## config.mk

```make
export PLATFORM = sky130hd
export DESIGN_NAME = sccb_target
export DESIGN_NICKNAME = d
export VERILOG_FILES = /design/src/rtl/sccb_pkg.sv /design/src/rtl/sccb_in_filter.sv /design/src/rtl/sccb_target.sv
export SDC_FILE = /design/constraint.sdc
export NUM_CORES = 1
export LEC_CHECK = 0
export ABC_AREA = 1
export CAP_MARGIN = 20
export CORE_MARGIN = 1.5
export CORE_UTILIZATION = 50
export DETAILED_ROUTE_END_ITERATION = 6
export PLACE_DENSITY = 0.74
export SLEW_MARGIN = 20
export SYNTH_ARGS = -nofsm -noshare
export SYNTH_HDL_FRONTEND = slang
export SYNTH_SLANG_ARGS = --single-unit
```

## constraint.sdc

```tcl
create_clock -name sysclk -period 4.35 [get_ports sysclk]
set_clock_uncertainty 0.05 [all_clocks]
set_input_delay 0.87 -clock sysclk [delete_from_list [all_inputs] [get_ports sysclk]]
set_output_delay 0.87 -clock sysclk [all_outputs]
set_load 0.1 [all_outputs]
```

## src/rtl/sccb_pkg.sv

```systemverilog
// Shared SCCB definitions: target FSM states, transfer direction and byte width.
// Used by both the SCCB target and the SCCB initiator.
package sccb_pkg;

  localparam int   SCCB_BYTE_W = 8;
  localparam logic SCCB_WR     = 1'b0;
  localparam logic SCCB_RD     = 1'b1;

  typedef enum logic [3:0] {
    ST_IDLE,
    ST_ID,
    ST_ID_ACK,
    ST_SUB_HI,
    ST_HI_ACK,
    ST_SUB_LO,
    ST_LO_ACK,
    ST_WDATA,
    ST_WD_ACK,
    ST_RDATA,
    ST_RD_ACK,
    ST_IGNORE
  } sccb_tgt_state_t;

endpackage

```

## src/rtl/sccb_in_filter.sv

```systemverilog
// Two-flop synchronizer plus glitch filter for one bus line.
// Produces a clean level and single-cycle rise/fall strobes aligned with it.
module sccb_in_filter #(
  parameter int FILTER_LEN = 3
) (
  input  logic sysclk,
  input  logic rst,
  input  logic i_raw,
  output logic o_level,
  output logic o_rise,
  output logic o_fall
);

  localparam int CW = $clog2(FILTER_LEN + 1);

  logic          r_s1;
  logic          r_s2;
  logic          r_level;
  logic          r_rise;
  logic          r_fall;
  logic [CW-1:0] r_cnt;

  // NOTE: sequential state uses non-blocking assignments only; the sync and
  // level flops reset to 1 so an idle (pulled-up) bus is not seen as an edge.
  always_ff @(posedge sysclk or posedge rst) begin
    if (rst) begin
      r_s1    <= 1'b1;
      r_s2    <= 1'b1;
      r_level <= 1'b1;
      r_rise  <= 1'b0;
      r_fall  <= 1'b0;
      r_cnt   <= '0;
    end else begin
      r_s1   <= i_raw;
      r_s2   <= r_s1;
      r_rise <= 1'b0;
      r_fall <= 1'b0;
      if (r_s2 == r_level) begin
        r_cnt <= '0;
      end else if (r_cnt == CW'(FILTER_LEN - 1)) begin
        r_level <= r_s2;
        r_rise  <= r_s2;
        r_fall  <= ~r_s2;
        r_cnt   <= '0;
      end else begin
        r_cnt <= r_cnt + 1'b1;
      end
    end
  end

  assign o_level = r_level;
  assign o_rise  = r_rise;
  assign o_fall  = r_fall;

endmodule

```

## src/rtl/sccb_target.sv

```systemverilog
// SCCB responder: decodes START/STOP, device ID, 16-bit sub-address and data
// phases, and maps register accesses onto a parallel write/read-request port.
module sccb_target
  import sccb_pkg::*;
#(
  parameter logic [6:0] DEV_ID     = 7'h36,
  parameter int         FILTER_LEN = 3
) (
  input  logic                   sysclk,
  input  logic                   rst,
  input  logic                   scl_i,
  input  logic                   sda_i,
  output logic                   sda_oe,
  output logic                   wr_valid,
  output logic [15:0]            wr_addr,
  output logic [SCCB_BYTE_W-1:0] wr_data,
  output logic                   rd_req,
  output logic [15:0]            rd_addr,
  input  logic [SCCB_BYTE_W-1:0] rd_data,
  output logic                   busy
);

  logic w_scl_lvl, w_scl_rise, w_scl_fall;
  logic w_sda_lvl, w_sda_rise, w_sda_fall;

  sccb_in_filter #(.FILTER_LEN(FILTER_LEN)) u_scl_filt (
    .sysclk (sysclk),
    .rst    (rst),
    .i_raw  (scl_i),
    .o_level(w_scl_lvl),
    .o_rise (w_scl_rise),
    .o_fall (w_scl_fall)
  );

  sccb_in_filter #(.FILTER_LEN(FILTER_LEN)) u_sda_filt (
    .sysclk (sysclk),
    .rst    (rst),
    .i_raw  (sda_i),
    .o_level(w_sda_lvl),
    .o_rise (w_sda_rise),
    .o_fall (w_sda_fall)
  );

  sccb_tgt_state_t        r_state;
  logic [6:0]             r_shift;
  logic [2:0]             r_bit_cnt;
  logic [15:0]            r_ptr;
  logic                   r_rw;
  logic                   r_ack_on;
  logic [SCCB_BYTE_W-1:0] r_tx;
  logic                   r_tx_drv;
  logic                   r_rd_req_d;
  logic                   r_sda_oe;
  logic                   r_wr_valid;
  logic [15:0]            r_wr_addr;
  logic [SCCB_BYTE_W-1:0] r_wr_data;
  logic                   r_rd_req;
  logic [15:0]            r_rd_addr;
  logic                   r_busy;

  logic                   w_start, w_stop, w_last_bit;
  logic [SCCB_BYTE_W-1:0] w_byte;

  assign w_start    = w_sda_fall & w_scl_lvl;
  assign w_stop     = w_sda_rise & w_scl_lvl;
  assign w_byte     = {r_shift, w_sda_lvl};
  assign w_last_bit = (r_bit_cnt == 3'd7);

  always_ff @(posedge sysclk or posedge rst) begin
    if (rst) begin
      r_state    <= ST_IDLE;
      r_shift    <= '0;
      r_bit_cnt  <= '0;
      r_ptr      <= '0;
      r_rw       <= SCCB_WR;
      r_ack_on   <= 1'b0;
      r_tx       <= '0;
      r_tx_drv   <= 1'b0;
      r_rd_req_d <= 1'b0;
      r_sda_oe   <= 1'b0;
      r_wr_valid <= 1'b0;
      r_wr_addr  <= '0;
      r_wr_data  <= '0;
      r_rd_req   <= 1'b0;
      r_rd_addr  <= '0;
      r_busy     <= 1'b0;
    end else begin
      r_wr_valid <= 1'b0;
      r_rd_req   <= 1'b0;
      r_rd_req_d <= r_rd_req;
      if (w_start) begin
        r_state   <= ST_ID;
        r_bit_cnt <= '0;
        r_ack_on  <= 1'b0;
        r_sda_oe  <= 1'b0;
        r_busy    <= 1'b1;
      end else if (w_stop) begin
        r_state  <= ST_IDLE;
        r_sda_oe <= 1'b0;
        r_busy   <= 1'b0;
      end else begin
        case (r_state)
          ST_ID, ST_SUB_HI, ST_SUB_LO, ST_WDATA: begin
            if (w_scl_rise) begin
              r_shift   <= w_byte[6:0];
              r_bit_cnt <= r_bit_cnt + 3'd1;
              if (w_last_bit) begin
                r_ack_on <= 1'b0;
                case (r_state)
                  ST_ID: begin
                    if (w_byte[7:1] == DEV_ID) begin
                      r_rw    <= w_byte[0];
                      r_state <= ST_ID_ACK;
                    end else begin
                      r_state <= ST_IGNORE;
                    end
                  end
                  ST_SUB_HI: begin
                    r_ptr[15:8] <= w_byte;
                    r_state     <= ST_HI_ACK;
                  end
                  ST_SUB_LO: begin
                    r_ptr[7:0] <= w_byte;
                    r_state    <= ST_LO_ACK;
                  end
                  default: begin
                    r_wr_valid <= 1'b1;
                    r_wr_addr  <= r_ptr;
                    r_wr_data  <= w_byte;
                    r_ptr      <= r_ptr + 16'd1;
                    r_state    <= ST_WD_ACK;
                  end
                endcase
              end
            end
          end
          // ACK is held low from the fall after bit 8 until the next fall.
          ST_ID_ACK, ST_HI_ACK, ST_LO_ACK, ST_WD_ACK: begin
            if (w_scl_fall) begin
              if (!r_ack_on) begin
                r_ack_on <= 1'b1;
                r_sda_oe <= 1'b1;
              end else begin
                r_ack_on  <= 1'b0;
                r_sda_oe  <= 1'b0;
                r_bit_cnt <= '0;
                case (r_state)
                  ST_ID_ACK: begin
                    if (r_rw == SCCB_RD) begin
                      r_state   <= ST_RDATA;
                      r_rd_req  <= 1'b1;
                      r_rd_addr <= r_ptr;
                      r_tx_drv  <= 1'b0;
                    end else begin
                      r_state <= ST_SUB_HI;
                    end
                  end
                  ST_HI_ACK: r_state <= ST_SUB_LO;
                  default:   r_state <= ST_WDATA;
                endcase
              end
            end
          end
          // First bit goes out on latch if SCL is already low, else on the next fall.
          ST_RDATA: begin
            if (r_rd_req_d) begin
              r_tx      <= rd_data;
              r_bit_cnt <= '0;
              if (!w_scl_lvl) begin
                r_sda_oe <= ~rd_data[7];
                r_tx_drv <= 1'b1;
              end
            end else if (w_scl_fall) begin
              if (!r_tx_drv) begin
                r_sda_oe <= ~r_tx[7];
                r_tx_drv <= 1'b1;
              end else if (w_last_bit) begin
                r_sda_oe <= 1'b0;
                r_state  <= ST_RD_ACK;
              end else begin
                r_sda_oe  <= ~r_tx[6];
                r_tx      <= {r_tx[6:0], 1'b0};
                r_bit_cnt <= r_bit_cnt + 3'd1;
              end
            end
          end
          ST_RD_ACK: begin
            if (w_scl_rise) begin
              if (!w_sda_lvl) begin
                r_ptr     <= r_ptr + 16'd1;
                r_rd_req  <= 1'b1;
                r_rd_addr <= r_ptr + 16'd1;
                r_tx_drv  <= 1'b0;
                r_state   <= ST_RDATA;
              end else begin
                r_state <= ST_IGNORE;
              end
            end
          end
          default: ;
        endcase
      end
    end
  end

  assign sda_oe   = r_sda_oe;
  assign wr_valid = r_wr_valid;
  assign wr_addr  = r_wr_addr;
  assign wr_data  = r_wr_data;
  assign rd_req   = r_rd_req;
  assign rd_addr  = r_rd_addr;
  assign busy     = r_busy;

endmodule
```

==> reports/summary.md <==
The flow ran to the end, and the final reports show no timing, DRC or antenna violations. The adder and majority gate portion of the synthesized area was 0.00724; the highest clock frequency the design can meet was 0.355 GHz. The final route contains 4507 vias.

The maximum net fanout on the critical path is 2, and the portion of the clock cycle consumed by the worst path in the final layout is 0.648. After synthesis, the netlist uses 34 different library cells. The sequential fraction of the synthesis area was 0.484. The row count was 36; the count of nets after finishing was 707.

The number of buffers inserted by port buffering is 55. The floorplan step defined a die boundary enclosing 11000 um2. IR analysis of the VDD net gives a maximum drop of 0.000234 V. The fraction of power spent switching nets was 0.431. For the pin with the worst max-slew slack, the measured transition is 0.982 ns. The critical path goes through clkdlybuf4s50_1.

For the fill cell total of the finished layout, the log shows 923. The largest area contributor in the netlist is sky130_fd_sc_hd__dfrtp_1. Slowest stage cell on the critical path: sky130_fd_sc_hd__clkdlybuf4s50_1. Setup repair after global routing left no endpoint under its margin. The via count of the first global-routing pass is 4224. For this run, the leading register cell type out of synthesis is sky130_fd_sc_hd__dfrtp_1. Entering global routing, the biggest net connects 70 pins. The core region is 9910 um2. The XOR/XNOR share of the synthesized area is 0.0135, and the remaining number of nets flagged by the antenna check after routing is 0.

The area share of the largest cell type after synthesis came out at 0.454. The tools report the starting utilization of the core area as 0.523. Fraction of the mapped netlist area in compound gates: 0.130.

The tools report the kind of start point of the critical path as a register. The fraction of registers with async set or reset after synthesis is 1.00. Synthesis handed over a netlist of 645 instances.

Critical path class: reg2out. The post-detailed-route via-to-cell ratio was 5.43. The clock reaches the later pin of the worst-skew pair after 0.37 ns. In this design, the stage delay of the slowest critical-path cell is 1.14 ns.

The logs give 0.417 for the share of power burned in registers and 1610 uW for the internal portion of total power. The finished cells cover 5950 um2. For this run, design rule violations remaining after detail routing come to 0. Post-CTS timing repair inserted 0 buffers for setup.

The layout cell share with drive strength beyond 1 is 0.0904, and the number of diodes is 0. The first-iteration detailed-routing DRC count was 300. Each instance of the synthesized netlist takes up on average 8.03 um2. Total negative slack for setup checks: 0 ns. Summing every instance area after synthesis gives 5180 um2.

For this run, the number of Yosys warnings is 0. The logs give 2 for the maximum root-to-sink buffer count and 1.90 ns for the data arrival time at the worst-slack endpoint. The clock tree synthesis step divided the H-tree into 3 levels. By instance count, the leading cell after synthesis is sky130_fd_sc_hd__nand2_1. The commonest cells after synthesis are sky130_fd_sc_hd__nand2_1 (169), sky130_fd_sc_hd__dfrtp_1 (94), sky130_fd_sc_hd__inv_1 (67).

The worst hold path belongs to the class reg2reg. The tools report the fraction of power consumed by the clock network as 0.205. Total power for the finished layout comes to 2830 uW.

The number of buffers added to fix hold violations after cts was 0; the cell leakage power was 0.00274 uW. The tools report the I/O pin count as 56. Once the clock tree was built, the resizer swapped 0 gates to a different size. Buffers inserted during clock tree synthesis total 9. For this design the total switching power over the nets is 1220 uW. After clock tree synthesis, the clock-pin slew on the worst setup and hold paths is 0.11 ns. The run gives 3.43 ns as the required time of the critical path. Among cell families on the critical path, the largest total delay comes from buffers and inverters. The cell area reported after detailed placement is 5770 um2. The run gives 0 as the initial antenna violation count. The global-route total usage across every layer is 0.238, and the worst-case headroom to the max-slew limit is 0.343.

The max capacitance violation total was 0; the number of failing setup endpoints in the final timing report was 0. The post-detailed-placement half-perimeter wirelength is 8910 um, and the number of pins with negative max-slew slack in the final report is 0. Dividing total power by cell area gives a power density of 475 nW/um2.

The portion of total power attributed to combinational logic was 0.378. Yosys attributes the largest share of cell area to sky130_fd_sc_hd__dfrtp_1 (45%), sky130_fd_sc_hd__nand2_1 (12%), sky130_fd_sc_hd__o21ai_0 (6.3%), sky130_fd_sc_hd__nand3_1 (5.2%), sky130_fd_sc_hd__inv_1 (4.9%). After layout, the minimum clock period comes to 2.82 ns. The simple-gate area share of the yosys netlist was 0.281.

The first global-routing pass estimated 20900 um of wire. The final weighted congestion in routability-driven placement is 0.974. The tools report the clock sink count as 100.

The logs give 0 for the total count of hold-check failures in the final report and 660 for the net count after synthesis. From synthesis to final layout, the design area changed by 14.9%. Yosys mapped a number of flops with a built-in enable equal to 0.

The overall die width came out at 105 um. Before antenna repair, the detailed router went through 5 iterations. By area, the combinational part of the netlist is dominated by simple AND/OR/NAND/NOR gates. The logs give 12200 um for the wire length reported by the detailed router and 0 for the aggregate global routing overflow. The tree is rooted in a sky130_fd_sc_hd__clkbuf_8.

Type of destination of the critical path: an output pin. The post-synthesis mux area share came out at 0. Dividing the detail-routed wire length by the instance count gives 14.7 um.

The buffering stage count on the worst path with inverters included was 1. TritonCTS built the clock tree. Measured along the y axis, the die boundary spans 105 um. The post-synthesis register bit count works out to 100.
-- per-stage QoR --
| stage | util | hold WS, ns | std cells | worst slack, ns |
|---|---|---|---|---|
| 5_1_grt | 0.601 | 0.316 | 830 | 1.29 |
| 3_3_place_gp | 0.582 | 0.297 | 814 | 1.83 |
| 2_1_floorplan | - | 0.295 | 645 | 0.821 |
| 6_report | 0.601 | 0.312 | 830 | 1.53 |
| 4_1_cts | 0.601 | 0.313 | 830 | 1.51 |
| 3_5_place_dp | 0.582 | 0.297 | 814 | 1.62 |
-- flip-flops by register name, summed over array words and instances (netlist names), 2 cells and up --
| signal | cells |
|---|---|
| r_ptr | 16 |
| wr_addr | 16 |
| u_sda_filt.r_cnt | 2 |
| rd_addr | 16 |
| wr_data | 8 |
| r_bit_cnt | 3 |
| r_state | 4 |
| r_shift | 7 |
| r_tx | 8 |
| u_scl_filt.r_cnt | 2 |
-- layout by cell type (no fill, tap or decap), types with 2 or more instances in the layout --
cell / count
sky130_fd_sc_hd__nand2_2: 7
sky130_fd_sc_hd__a31oi_1: 5
sky130_fd_sc_hd__dfstp_2: 6
sky130_fd_sc_hd__nor2_1: 46
sky130_fd_sc_hd__nand2_4: 3
sky130_fd_sc_hd__clkbuf_8: 9
sky130_fd_sc_hd__dfrtp_1: 94
sky130_fd_sc_hd__nand3_1: 54
sky130_fd_sc_hd__a21oi_1: 7
sky130_fd_sc_hd__nand4_1: 13
sky130_fd_sc_hd__xor2_1: 6
sky130_fd_sc_hd__clkdlybuf4s50_1: 55
sky130_fd_sc_hd__inv_8: 2
sky130_fd_sc_hd__o21ai_1: 7
sky130_fd_sc_hd__inv_6: 3
sky130_fd_sc_hd__o21ai_2: 5
sky130_fd_sc_hd__nor3_1: 15
sky130_fd_sc_hd__nor2_4: 6
sky130_fd_sc_hd__buf_4: 3
sky130_fd_sc_hd__o21ai_0: 65
sky130_fd_sc_hd__o22ai_1: 2
sky130_fd_sc_hd__inv_1: 66
sky130_fd_sc_hd__nand2_1: 169
sky130_fd_sc_hd__o211ai_1: 21
sky130_fd_sc_hd__ha_1: 3
sky130_fd_sc_hd__xnor2_1: 2
sky130_fd_sc_hd__nor2_2: 4
sky130_fd_sc_hd__clkinvlp_4: 2
sky130_fd_sc_hd__inv_2: 7
sky130_fd_sc_hd__nand3_2: 3
-- cell families after synthesis --
| group | count (synthesis) |
|---|---|
| simple gates | 323 |
| buf+inv | 96 |
| xor+xnor | 8 |
| flops | 100 |
| compound gates | 115 |
| fa+ha+maj | 3 |
-- cell type report --
type	instances	area, um2	share of cell area
clock buffers	9	124	0.0208
clock inverters	7	63.8	0.0107
inverters	74	280	0.0471
multi-input cells	449	2240	0.376
flip-flops and latches	100	2510	0.422
well taps	133	166	0.0279
repair buffers	58	573	0.0962
-- power by group through the flow --
stage          combinational (uW)  clock [uW]  sequential (uW)
3_3_place_gp                 1040           0             1190
2_1_floorplan                 784           0             1240
6_report                     1070         579             1180
3_5_place_dp                 1060           0             1200
4_1_cts                      1060         592             1180
5_1_grt                      1200         625             1200
-- per-layer routing --
metal | GRT usage | up-vias | share of wire
li1 | - | 2209 | -
met1 | 0.341 | 2132 | 0.46
met2 | 0.374 | 148 | 0.47
met3 | 0.0256 | 18 | 0.045
met4 | 0.0851 | 0 | 0.020
met5 | 0 | - | 0
-- worst reg2reg max path, cell delays in order (launching register included) --
cell	delay, ns
sky130_fd_sc_hd__dfstp_2	0.41
sky130_fd_sc_hd__nand2_1	0.40
sky130_fd_sc_hd__inv_2	0.12
sky130_fd_sc_hd__nor2_4	0.32
sky130_fd_sc_hd__inv_2	0.10
sky130_fd_sc_hd__nor2_4	0.14
sky130_fd_sc_hd__nand3_2	0.64
sky130_fd_sc_hd__o21ai_0	0.44
-- final timing paths --
| path | slack (ns) | end | cells after the start | from |
|---|---|---|---|---|
| max in group asynchronous | 2.52 | rd_addr[10] | 3 | rst |
| min reg2reg | 0.31 | u_scl_filt.r_s2 | 0 | u_scl_filt.r_s1 |
| max reg2reg | 1.63 | wr_addr[0] | 7 | u_scl_filt.o_level |
| max | 1.53 | wr_data[2] | 1 | wr_data[2] |
| min in group asynchronous | 0.96 | u_sda_filt.r_cnt[1] | 2 | rst |
| min | 0.31 | u_scl_filt.r_s2 | 0 | u_scl_filt.r_s1 |
Note: power is estimated with default switching activity, not from simulation.
